$ cat config.mk
export PLATFORM = sky130hd
export DESIGN_NAME = program_loader
export DESIGN_NICKNAME = d
export VERILOG_FILES = /design/src/rtl/enkel_pkg.sv /design/src/rtl/sram_cycle_gen.sv /design/src/rtl/program_loader.sv
export SDC_FILE = /design/constraint.sdc
export NUM_CORES = 1
export LEC_CHECK = 0
export ABC_AREA = 1
export CAP_MARGIN = 5
export CORE_MARGIN = 2
export CORE_UTILIZATION = 45
export DETAILED_ROUTE_END_ITERATION = 12
export HOLD_SLACK_MARGIN = 0.1
export PLACE_DENSITY = 0.88
export SYNTH_ARGS = -nofsm -noshare
export SYNTH_HDL_FRONTEND = slang
export SYNTH_SLANG_ARGS = --single-unit
export TNS_END_PERCENT = 20
$ cat constraint.sdc
create_clock -name clk -period 1.6 [get_ports clk]
set_input_delay 0.16 -clock clk [delete_from_list [all_inputs] [get_ports clk]]
set_output_delay 0.16 -clock clk [all_outputs]
set_load 0.01 [all_outputs]
$ cat src/rtl/enkel_pkg.sv
// enkel_pkg: shared types and bus constants for the program loader.
// Phase encodings cover the optional LOADER_VERIFY_EN read-back.
package enkel_pkg;

  typedef enum logic [2:0] {
    LD_IDLE,
    LD_WAIT,
    LD_CYCLE,
    LD_FIN,
    LD_RUN,
    LD_ERR
  } loader_state_t;

  typedef enum logic [2:0] {
    PH_IDLE,
    PH_SETUP,
    PH_WRITE,
    PH_HOLD,
    PH_VRD1,
    PH_VRD2
  } sram_phase_t;

  localparam logic CS_N_IDLE = 1'b1;
  localparam logic WE_N_IDLE = 1'b1;
  localparam logic OE_N_IDLE = 1'b1;

endpackage

$ cat src/rtl/sram_cycle_gen.sv
// sram_cycle_gen: one SRAM write (setup/write/hold) per start pulse.
// LOADER_VERIFY_EN appends a two-cycle read-back and compare.
module sram_cycle_gen
  import enkel_pkg::*;
#(
  parameter int DATA_W    = 8,
  parameter int WE_CYCLES = 2
) (
  input  logic              clk,
  input  logic              rst_n,
  input  logic              start_i,
  input  logic [DATA_W-1:0] data_i,
  input  logic [DATA_W-1:0] rdata_i,
  output logic              cs_n_o,
  output logic              we_n_o,
  output logic              oe_n_o,
  output logic              wdata_oe_o,
  output logic              cycle_done_o,
  output logic              verify_err_o
);

  localparam int TW =
    (WE_CYCLES > 1) ? $clog2(WE_CYCLES) : 1;
  localparam logic [TW-1:0] WE_LAST =
    TW'(WE_CYCLES - 1);

  sram_phase_t   ph_q, ph_d;
  logic [TW-1:0] tmr_q, tmr_d;

  // Phase sequencing; the timer counts remaining WE-low cycles.
  always_comb begin
    ph_d  = ph_q;
    tmr_d = tmr_q;
    unique case (ph_q)
      PH_IDLE: begin
        if (start_i) ph_d = PH_SETUP;
      end
      PH_SETUP: begin
        ph_d  = PH_WRITE;
        tmr_d = WE_LAST;
      end
      PH_WRITE: begin
        if (tmr_q == '0) ph_d = PH_HOLD;
        else tmr_d = tmr_q - 1'b1;
      end
      PH_HOLD: begin
`ifdef LOADER_VERIFY_EN
        ph_d = PH_VRD1;
`else
        ph_d = PH_IDLE;
`endif
      end
      PH_VRD1: ph_d = PH_VRD2;
      PH_VRD2: ph_d = PH_IDLE;
      default: ph_d = PH_IDLE;
    endcase
  end

  // Phase and timer registers; reset aborts any write in flight.
  always_ff @(posedge clk or negedge rst_n) begin
    if (!rst_n) begin
      ph_q  <= PH_IDLE;
      tmr_q <= '0;
    end else begin
      ph_q  <= ph_d;
      tmr_q <= tmr_d;
    end
  end

  assign cs_n_o = (ph_q == PH_IDLE) ? CS_N_IDLE : 1'b0;
  assign we_n_o = (ph_q == PH_WRITE) ? 1'b0 : WE_N_IDLE;
  assign wdata_oe_o = (ph_q == PH_SETUP) ||
                      (ph_q == PH_WRITE) ||
                      (ph_q == PH_HOLD);

`ifdef LOADER_VERIFY_EN
  assign oe_n_o = ((ph_q == PH_VRD1) ||
                   (ph_q == PH_VRD2)) ? 1'b0 : OE_N_IDLE;
  assign cycle_done_o = (ph_q == PH_VRD2);
  assign verify_err_o = (ph_q == PH_VRD2) &&
                        (rdata_i != data_i);
`else
  logic unused_rdata;
  assign unused_rdata = ^{rdata_i, data_i};
  assign oe_n_o       = OE_N_IDLE;
  assign cycle_done_o = (ph_q == PH_HOLD);
  assign verify_err_o = 1'b0;
`endif

endmodule

$ cat src/rtl/program_loader.sv
// program_loader: boot stage streaming bytes into SRAM, then run.
// Build option LOADER_VERIFY_EN adds per-byte read-back verify.
module program_loader
  import enkel_pkg::*;
#(
  parameter int ADDR_W    = 8,
  parameter int DATA_W    = 8,
  parameter int WE_CYCLES = 2
) (
  input  logic              clk,
  input  logic              master_reset_n,
  input  logic              load_begin,
  input  logic              byte_valid,
  input  logic [DATA_W-1:0] byte_data,
  input  logic              byte_last,
  output logic              byte_ready,
  output logic [ADDR_W-1:0] mem_addr,
  output logic [DATA_W-1:0] mem_wdata,
  output logic              mem_wdata_oe,
  input  logic [DATA_W-1:0] mem_rdata,
  output logic              mem_cs_n,
  output logic              mem_we_n,
  output logic              mem_oe_n,
  output logic              bus_grant,
  output logic              run_pulse,
  output logic              busy,
  output logic              done,
  output logic              error
);

  localparam logic [ADDR_W-1:0] ADDR_MAX = '1;

  loader_state_t     st_q, st_d;
  logic [ADDR_W-1:0] addr_q, addr_d;
  logic [DATA_W-1:0] data_q, data_d;
  logic              last_q, last_d;
  logic              done_q, done_d;
  logic              err_q, err_d;
  logic              accept;
  logic              cyc_done;
  logic              vfy_err;

  assign byte_ready = (st_q == LD_WAIT);
  assign accept     = byte_valid && byte_ready;

  // Session FSM: accept, run one SRAM cycle, advance or finish.
  always_comb begin
    st_d   = st_q;
    addr_d = addr_q;
    data_d = data_q;
    last_d = last_q;
    done_d = done_q;
    err_d  = err_q;
    unique case (st_q)
      LD_IDLE: begin
        if (load_begin) begin
          st_d   = LD_WAIT;
          addr_d = '0;
          done_d = 1'b0;
          err_d  = 1'b0;
        end
      end
      LD_WAIT: begin
        if (accept) begin
          data_d = byte_data;
          last_d = byte_last;
          st_d   = LD_CYCLE;
        end
      end
      LD_CYCLE: begin
        if (cyc_done) begin
          if (vfy_err) begin
            st_d  = LD_ERR;
            err_d = 1'b1;
          end else if (last_q) begin
            st_d = LD_FIN;
          end else if (addr_q == ADDR_MAX) begin
            st_d  = LD_ERR;
            err_d = 1'b1;
          end else begin
            addr_d = addr_q + 1'b1;
            st_d   = LD_WAIT;
          end
        end
      end
      LD_FIN: begin
        st_d   = LD_RUN;
        done_d = 1'b1;
      end
      LD_RUN:  st_d = LD_IDLE;
      LD_ERR:  st_d = LD_IDLE;
      default: st_d = LD_IDLE;
    endcase
  end

  // Session registers with immediate asynchronous reset.
  always_ff @(posedge clk or negedge master_reset_n) begin
    if (!master_reset_n) begin
      st_q   <= LD_IDLE;
      addr_q <= '0;
      data_q <= '0;
      last_q <= 1'b0;
      done_q <= 1'b0;
      err_q  <= 1'b0;
    end else begin
      st_q   <= st_d;
      addr_q <= addr_d;
      data_q <= data_d;
      last_q <= last_d;
      done_q <= done_d;
      err_q  <= err_d;
    end
  end

  sram_cycle_gen #(
    .DATA_W    (DATA_W),
    .WE_CYCLES (WE_CYCLES)
  ) u_cyc (
    .clk          (clk),
    .rst_n        (master_reset_n),
    .start_i      (accept),
    .data_i       (data_q),
    .rdata_i      (mem_rdata),
    .cs_n_o       (mem_cs_n),
    .we_n_o       (mem_we_n),
    .oe_n_o       (mem_oe_n),
    .wdata_oe_o   (mem_wdata_oe),
    .cycle_done_o (cyc_done),
    .verify_err_o (vfy_err)
  );

  assign mem_addr  = addr_q;
  assign mem_wdata = data_q;

  // Grant drops in FIN, one cycle ahead of the run pulse.
  assign bus_grant = (st_q == LD_WAIT) ||
                     (st_q == LD_CYCLE);
  assign busy      = bus_grant || (st_q == LD_FIN);
  assign run_pulse = (st_q == LD_RUN);
  assign done      = done_q;
  assign error     = err_q;

endmodule
### Word level (Yosys, flattened, before mapping)

Index checks and enable logic that the tools add are counted.

| word-level totals | value |
|---|---|
| register bits after elaboration | 26 |
| input port bits | 21 |

| operators by class | value |
|---|---|
| add/sub/neg operators | 2 |
| eq/ne operators | 17 |
| multiplexer cells | 24 |
| reduce and logical (&&, ||, !) cells | 16 |

Operators with widths:

| kind | number |
|---|---|
| 2-to-1 mux 8 bit | 4 |
| one-hot mux 3 bit (4 select lines) | 2 |
| 2-to-1 mux 3 bit | 7 |
| one-hot mux 8 bit (2 select lines) | 1 |
| inequality test 2 bit (second input constant) | 7 |
| == test 3 x 2 -> 1 bit (second input constant) | 4 |
| AND reduction 5 bit | 2 |
| adder 8 x 1 -> 8 bit (second input constant) | 1 |
| == test 8 bit (second input constant) | 1 |
| 2-to-1 mux 1 bit | 7 |
| == test 3 x 1 -> 1 bit (second input constant) | 2 |
| == test 3 bit (second input constant) | 2 |
| logical NOT 3 bit | 2 |
| one-hot mux 1 bit (2 select lines) | 3 |
| AND reduction 2 bit | 3 |
| nonzero test 2 bit | 3 |
| logical OR 1 bit | 4 |
| AND reduction 3 bit | 1 |
| inequality test 2 x 1 -> 1 bit (second input constant) | 1 |
| logical AND 1 bit | 1 |
| subtractor 1 bit (second input constant) | 1 |

### Longest topological paths before layout

| logic depth | value |
|---|---|
| depth after elaboration | 5 |
| depth in mapped cells | 8 |
| mapped depth without buffers | 8 |

### By module

From an unflattened synthesis, not the netlist that was laid out.

| second synthesis, totals | value |
|---|---|
| cell total of the unflattened synthesis | 194 |
| area, all modules | 1456.4 um^2 |

Modules (own cells, without submodules):

| module | instances | cells an instance | area each (um^2) | sequential area each (um^2) |
|---|---|---|---|---|
| program_loader | 1 | 166 | 1244.9 | 550.5 |
| sram_cycle_gen | 1 | 28 | 211.5 | 100.1 |

### Worst setup path before layout

No wires, ideal clock.

| timing | value |
|---|---|
| path kind | register -> register |
| start point | register addr_q[1] (netlist: mem_addr[1]) |
| end point | register addr_q[4] (netlist: mem_addr[4]) |
| data arrival time | 1.199 ns |
| setup slack | 0.285 ns |
| cell stages (with the launch flop) | 9 |
| clock period less this slack | 1.315 ns |
| cell sequence | dfrtp_1 > ha_1 > nand2_1 > nor2_4 > nand3_4 > inv_2 > nor2_4 > nand2_1 > nand2_1 |

| on the way | value |
|---|---|
| longest elaborated chain between the ends | 5 |
| elaborated cells on any way between the ends | 8 |
| classes of those cells | add/sub: 1; eq/ne: 2; mux: 4; reduce/logical: 1 |

RTL lines:

| what | line | text |
|---|---|---|
| start, declared | program_loader.sv:34 | `logic [ADDR_W-1:0] addr_q, addr_d;` |
| start signal, assigned | program_loader.sv:107 | `addr_q <= addr_d;` |
| adder 8 x 1 -> 8 bit | program_loader.sv:81 | `addr_d = addr_q + 1'b1;` |
| 2-to-1 mux 8 bit | program_loader.sv:77 | `end else if (addr_q == ADDR_MAX) begin` |
| 2-to-1 mux 8 bit | program_loader.sv:75 | `end else if (last_q) begin` |
| 2-to-1 mux 8 bit | program_loader.sv:71 | `if (cyc_done) begin` |
| one-hot mux 8 bit (2 select lines) | program_loader.sv:54 | `unique case (st_q)` |

Parallel ways exist; a longest one is shown, timed or not. The select of a mux whose other input is x is not followed.
A chain may end at the register's enable or synchronous reset.

### Worst setup path in the final report

| timing | value |
|---|---|
| start point | register st_q[0] |
| end point | output bus_grant |

| on the way | value |
|---|---|
| longest elaborated chain between the ends | 2 |
| elaborated cells on any way between the ends | 3 |
| classes of those cells | eq/ne: 2; reduce/logical: 1 |

RTL lines:

| what | line | text |
|---|---|---|
| start, declared | program_loader.sv:33 | `loader_state_t st_q, st_d;` |
| start signal, assigned | program_loader.sv:106 | `st_q <= st_d;` |
| == test 3 x 1 -> 1 bit / == test 3 x 2 -> 1 bit (equally long branches) | program_loader.sv:136, program_loader.sv:137 |  |
| logical OR 1 bit (*) | program_loader.sv:136 | `assign bus_grant = (st_q == LD_WAIT) \|\|` |
| end, declared | program_loader.sv:24 | `output logic bus_grant,` |

Every way passes the cells marked *; elsewhere a longest branch is shown, timed or not.

==> results.json <==
{
  "skew_ns": 0.0120,
  "die_w_um": 60.4,
  "slew_viol_final": 0,
  "finalSetupViolCount": 0,
  "drv_cap": 0,
  "cts_buffer_depth": 2,
  "syn_nets": 206,
  "htree_levels": 1,
  "drt_iter0_markers": 39,
  "num_antenna_cells": 0,
  "timing.final.hold_violations": 0,
  "yosysTopAreaCellShare": 0.454,
  "cts_root_buf": "clkbuf_4",
  "die-area_um2": 3650,
  "ys_seq_area_frac": 0.454,
  "start_util": 0.469,
  "synthesis.area_um2": 1430,
  "cts_tree": "done",
  "min_period_over_period": 0.943,
  "antenna_found_initial": 0,
  "ioPinCount": 47,
  "worst_ep_arrival_time_ns": 1.35,
  "hold_class": "in2async",
  "start_kind": "flop",
  "cts_buffers": 3,
  "ys_ff_latch": 26,
  "dr.pass1.iters": 4,
  "port_buffers": 37,
  "synthToLayoutAreaGrowth_pct": 35.3,
  "cp-end-kind": "primary output",
  "dpl.hpwl_um": 2210,
  "grt_overflow": 0,
  "grt_max_degree": 27,
  "irDropWorstVdd_mv": 0.493,
  "leakage_nw": 0.957,
  "yosys.area.top_type": "dfrtp_1",
  "p_per_area_nw_per_um2": 633,
  "avgSynthCellArea_um2": 7.79,
  "cpPeakStageDelay_ns": 0.44,
  "via_count": 1290,
  "totalWireLength_um": 2920,
  "crit_path_top_delay_cell": "dfrtp_2",
  "core_um2": 3050,
  "cts.sinks": 26,
  "final_layout_size_suffix_gt1_frac": 0.175,
  "synth_cell_types": 25,
  "chipHeight_um": 60.4,
  "holdWs_ns": 0.178,
  "rsz0062_at_grt": "false",
  "nets": 251,
  "rows": 20,
  "avgRoutedWirePerCell_um": 10.7,
  "synthTopCellsByArea": "dfrtp_1, nand2_1, nor2_4, inv_1, nand3_4",
  "critical_path.cell_chain": "inv_2 > nor2_4 > nand2_4 > nand2_1 > dlygate4sd2_1",
  "clkTransAtPathRegs_ns": 0.15,
  "grt_use_total": 0.187,
  "syn_inst": 184,
  "globalplace.congestion": 0.867,
  "ys_warn_count": 0,
  "clock_latency_ns": 0.33,
  "path_max_fanout": 4,
  "antenna_left": 0,
  "required_ns": 1.44,
  "drc_errors": 0,
  "fmax_ghz": 0.663,
  "status": "finished clean",
  "fin_tns_setup_ns": 0,
  "grt_pass1_vias": 1232,
  "fin_crit_ns": 1.51,
  "critical_path_class": "reg2out",
  "grt_pass1_wl_um": 5140,
  "vias_per_cell": 4.74,
  "final_util": 0.635
}
==> layout make-up <==
class | count | area [µm²]
Fill cell | 280 | 1110
Multi-Input combinational cell | 129 | 669
Sequential cell | 26 | 654
Timing Repair Buffer | 43 | 408
Inverter | 26 | 98.8
Tap cell | 44 | 55.1
Clock inverter | 1 | 30.0
Clock buffer | 3 | 22.5
==> per-stage QoR <==
stage	power (mW)	instance area, µm²	std cells	worst slack (ns)
floorplan	0.720	1430	184	0.285
global placement	0.789	1860	266	0.138
detailed placement	0.790	1860	266	0.126
CTS	1.25	1920	271	0.0657
global route	1.28	1940	272	0.0137
finish	1.23	1940	272	0.0908
==> cells in the mapped netlist <==
library cell and n:
conb_1 1, nand3_4 3, buf_6 1, nand3_1 9, nor2_1 13, nor2_4 6
clkinv_2 1, o21ai_0 5, o22ai_1 2, nand2_1 67, ha_1 1, nand3_2 1
nor2_2 3, nand2_2 3, o21ai_2 1, nor3_1 4, o21ai_1 2, inv_1 17
nand2_4 1, o21bai_1 2, a21oi_1 5, inv_2 7, buf_4 2, clkinv_1 1
dfrtp_1 26
==> final timing paths <==
| path | startpoint | to | slack [ns] | depth (start not counted) |
|---|---|---|---|---|
| min in group clk | byte_data[1] | mem_wdata[1] | 0.36 | 3 |
| worst min register to register | mem_wdata[0] | mem_wdata[0] | 0.49 | 2 |
| worst max-delay path | st_q[0] | bus_grant | 0.09 | 5 |
| worst max register to register | mem_addr[0] | mem_addr[5] | 0.17 | 8 |
| max in group asynchronous | master_reset_n | st_q[1] | 1.16 | 2 |
| worst min-delay path | master_reset_n | done | 0.18 | 2 |
==> where the power goes <==
group	switching, mW	internal, mW
Combinational	0.0434	0.0551
Sequential	0.00779	0.670
Clock	0.197	0.253
Total	0.248	0.979
==> flip-flops by register name, indices dropped and copies added (netlist names) <==
signal and count:
done 1, u_cyc.tmr_q 1, last_q 1, mem_addr 8, error 1, st_q 3
u_cyc.ph_q 3, mem_wdata 8
==> per-layer routing <==
layer  part of all wire  GRT usage  routed length [µm]  vias up
li1                   -          -                   -      656
met1               0.42      0.207                1240      593
met2               0.50      0.337                1460       34
met3              0.057     0.0576                 167        7
met4              0.019     0.0683                  55        0
met5                  0          0                   0        -
==> cell families (layout without fill, tap and decap cells) <==
kind of cell             after synthesis  count (layout)  synth area share
AO/OA/AOI/OAI                         17              17            0.0672
adder cells (fa/ha/maj)                1               1           0.00873
buffers and inverters                 29              73            0.0873
flip-flops                            26              26             0.454
other                                  1               1           0.00262
AND/OR/NAND/NOR                      110             110             0.380
==> cell usage in the layout (no fill, tap or decap) <==
master	netlist	layout
nand2_2	3	2
nand3_4	3	3
nor2_2	3	3
buf_4	2	6
o21ai_1	2	2
nand3_1	9	9
o22ai_1	2	2
dfrtp_2	0	3
conb_1	1	1
o21bai_1	2	2
nor3_1	4	4
o21ai_2	1	1
bufinv_16	0	1
nand2_4	1	2
nand2_1	67	67
clkinv_1	1	1
nand3_2	1	1
inv_2	7	7
nor2_4	6	7
dfrtp_1	26	23
clkbuf_4	0	3
dlygate4sd2_1	0	6
clkdlybuf4s50_1	0	30
nor2_1	13	12
clkdlybuf4s15_1	0	1
clkinv_2	1	1
o21ai_0	5	5
a21oi_1	5	5
ha_1	1	1
inv_1	17	17
==> critical path, delay by kind of cell, from the launching register on <==
kind	cells	cell delay, ns
flip-flops	1	0.44
buffers and inverters	2	0.32
AND/OR/NAND/NOR	3	0.26
==> repair_timing <==
| action | in CTS | in global routing |
|---|---|---|
| hold endpoints to repair | 0 | 0 |
| endpoints found under the setup margin | 7 | 3 |
| gates resized for setup | 9 | 5 |
| pin swaps | 2 | 1 |
| buffers inserted | 1 | 1 |
| hold buffers | 0 | 0 |
Power figures use the tool's default switching activity.
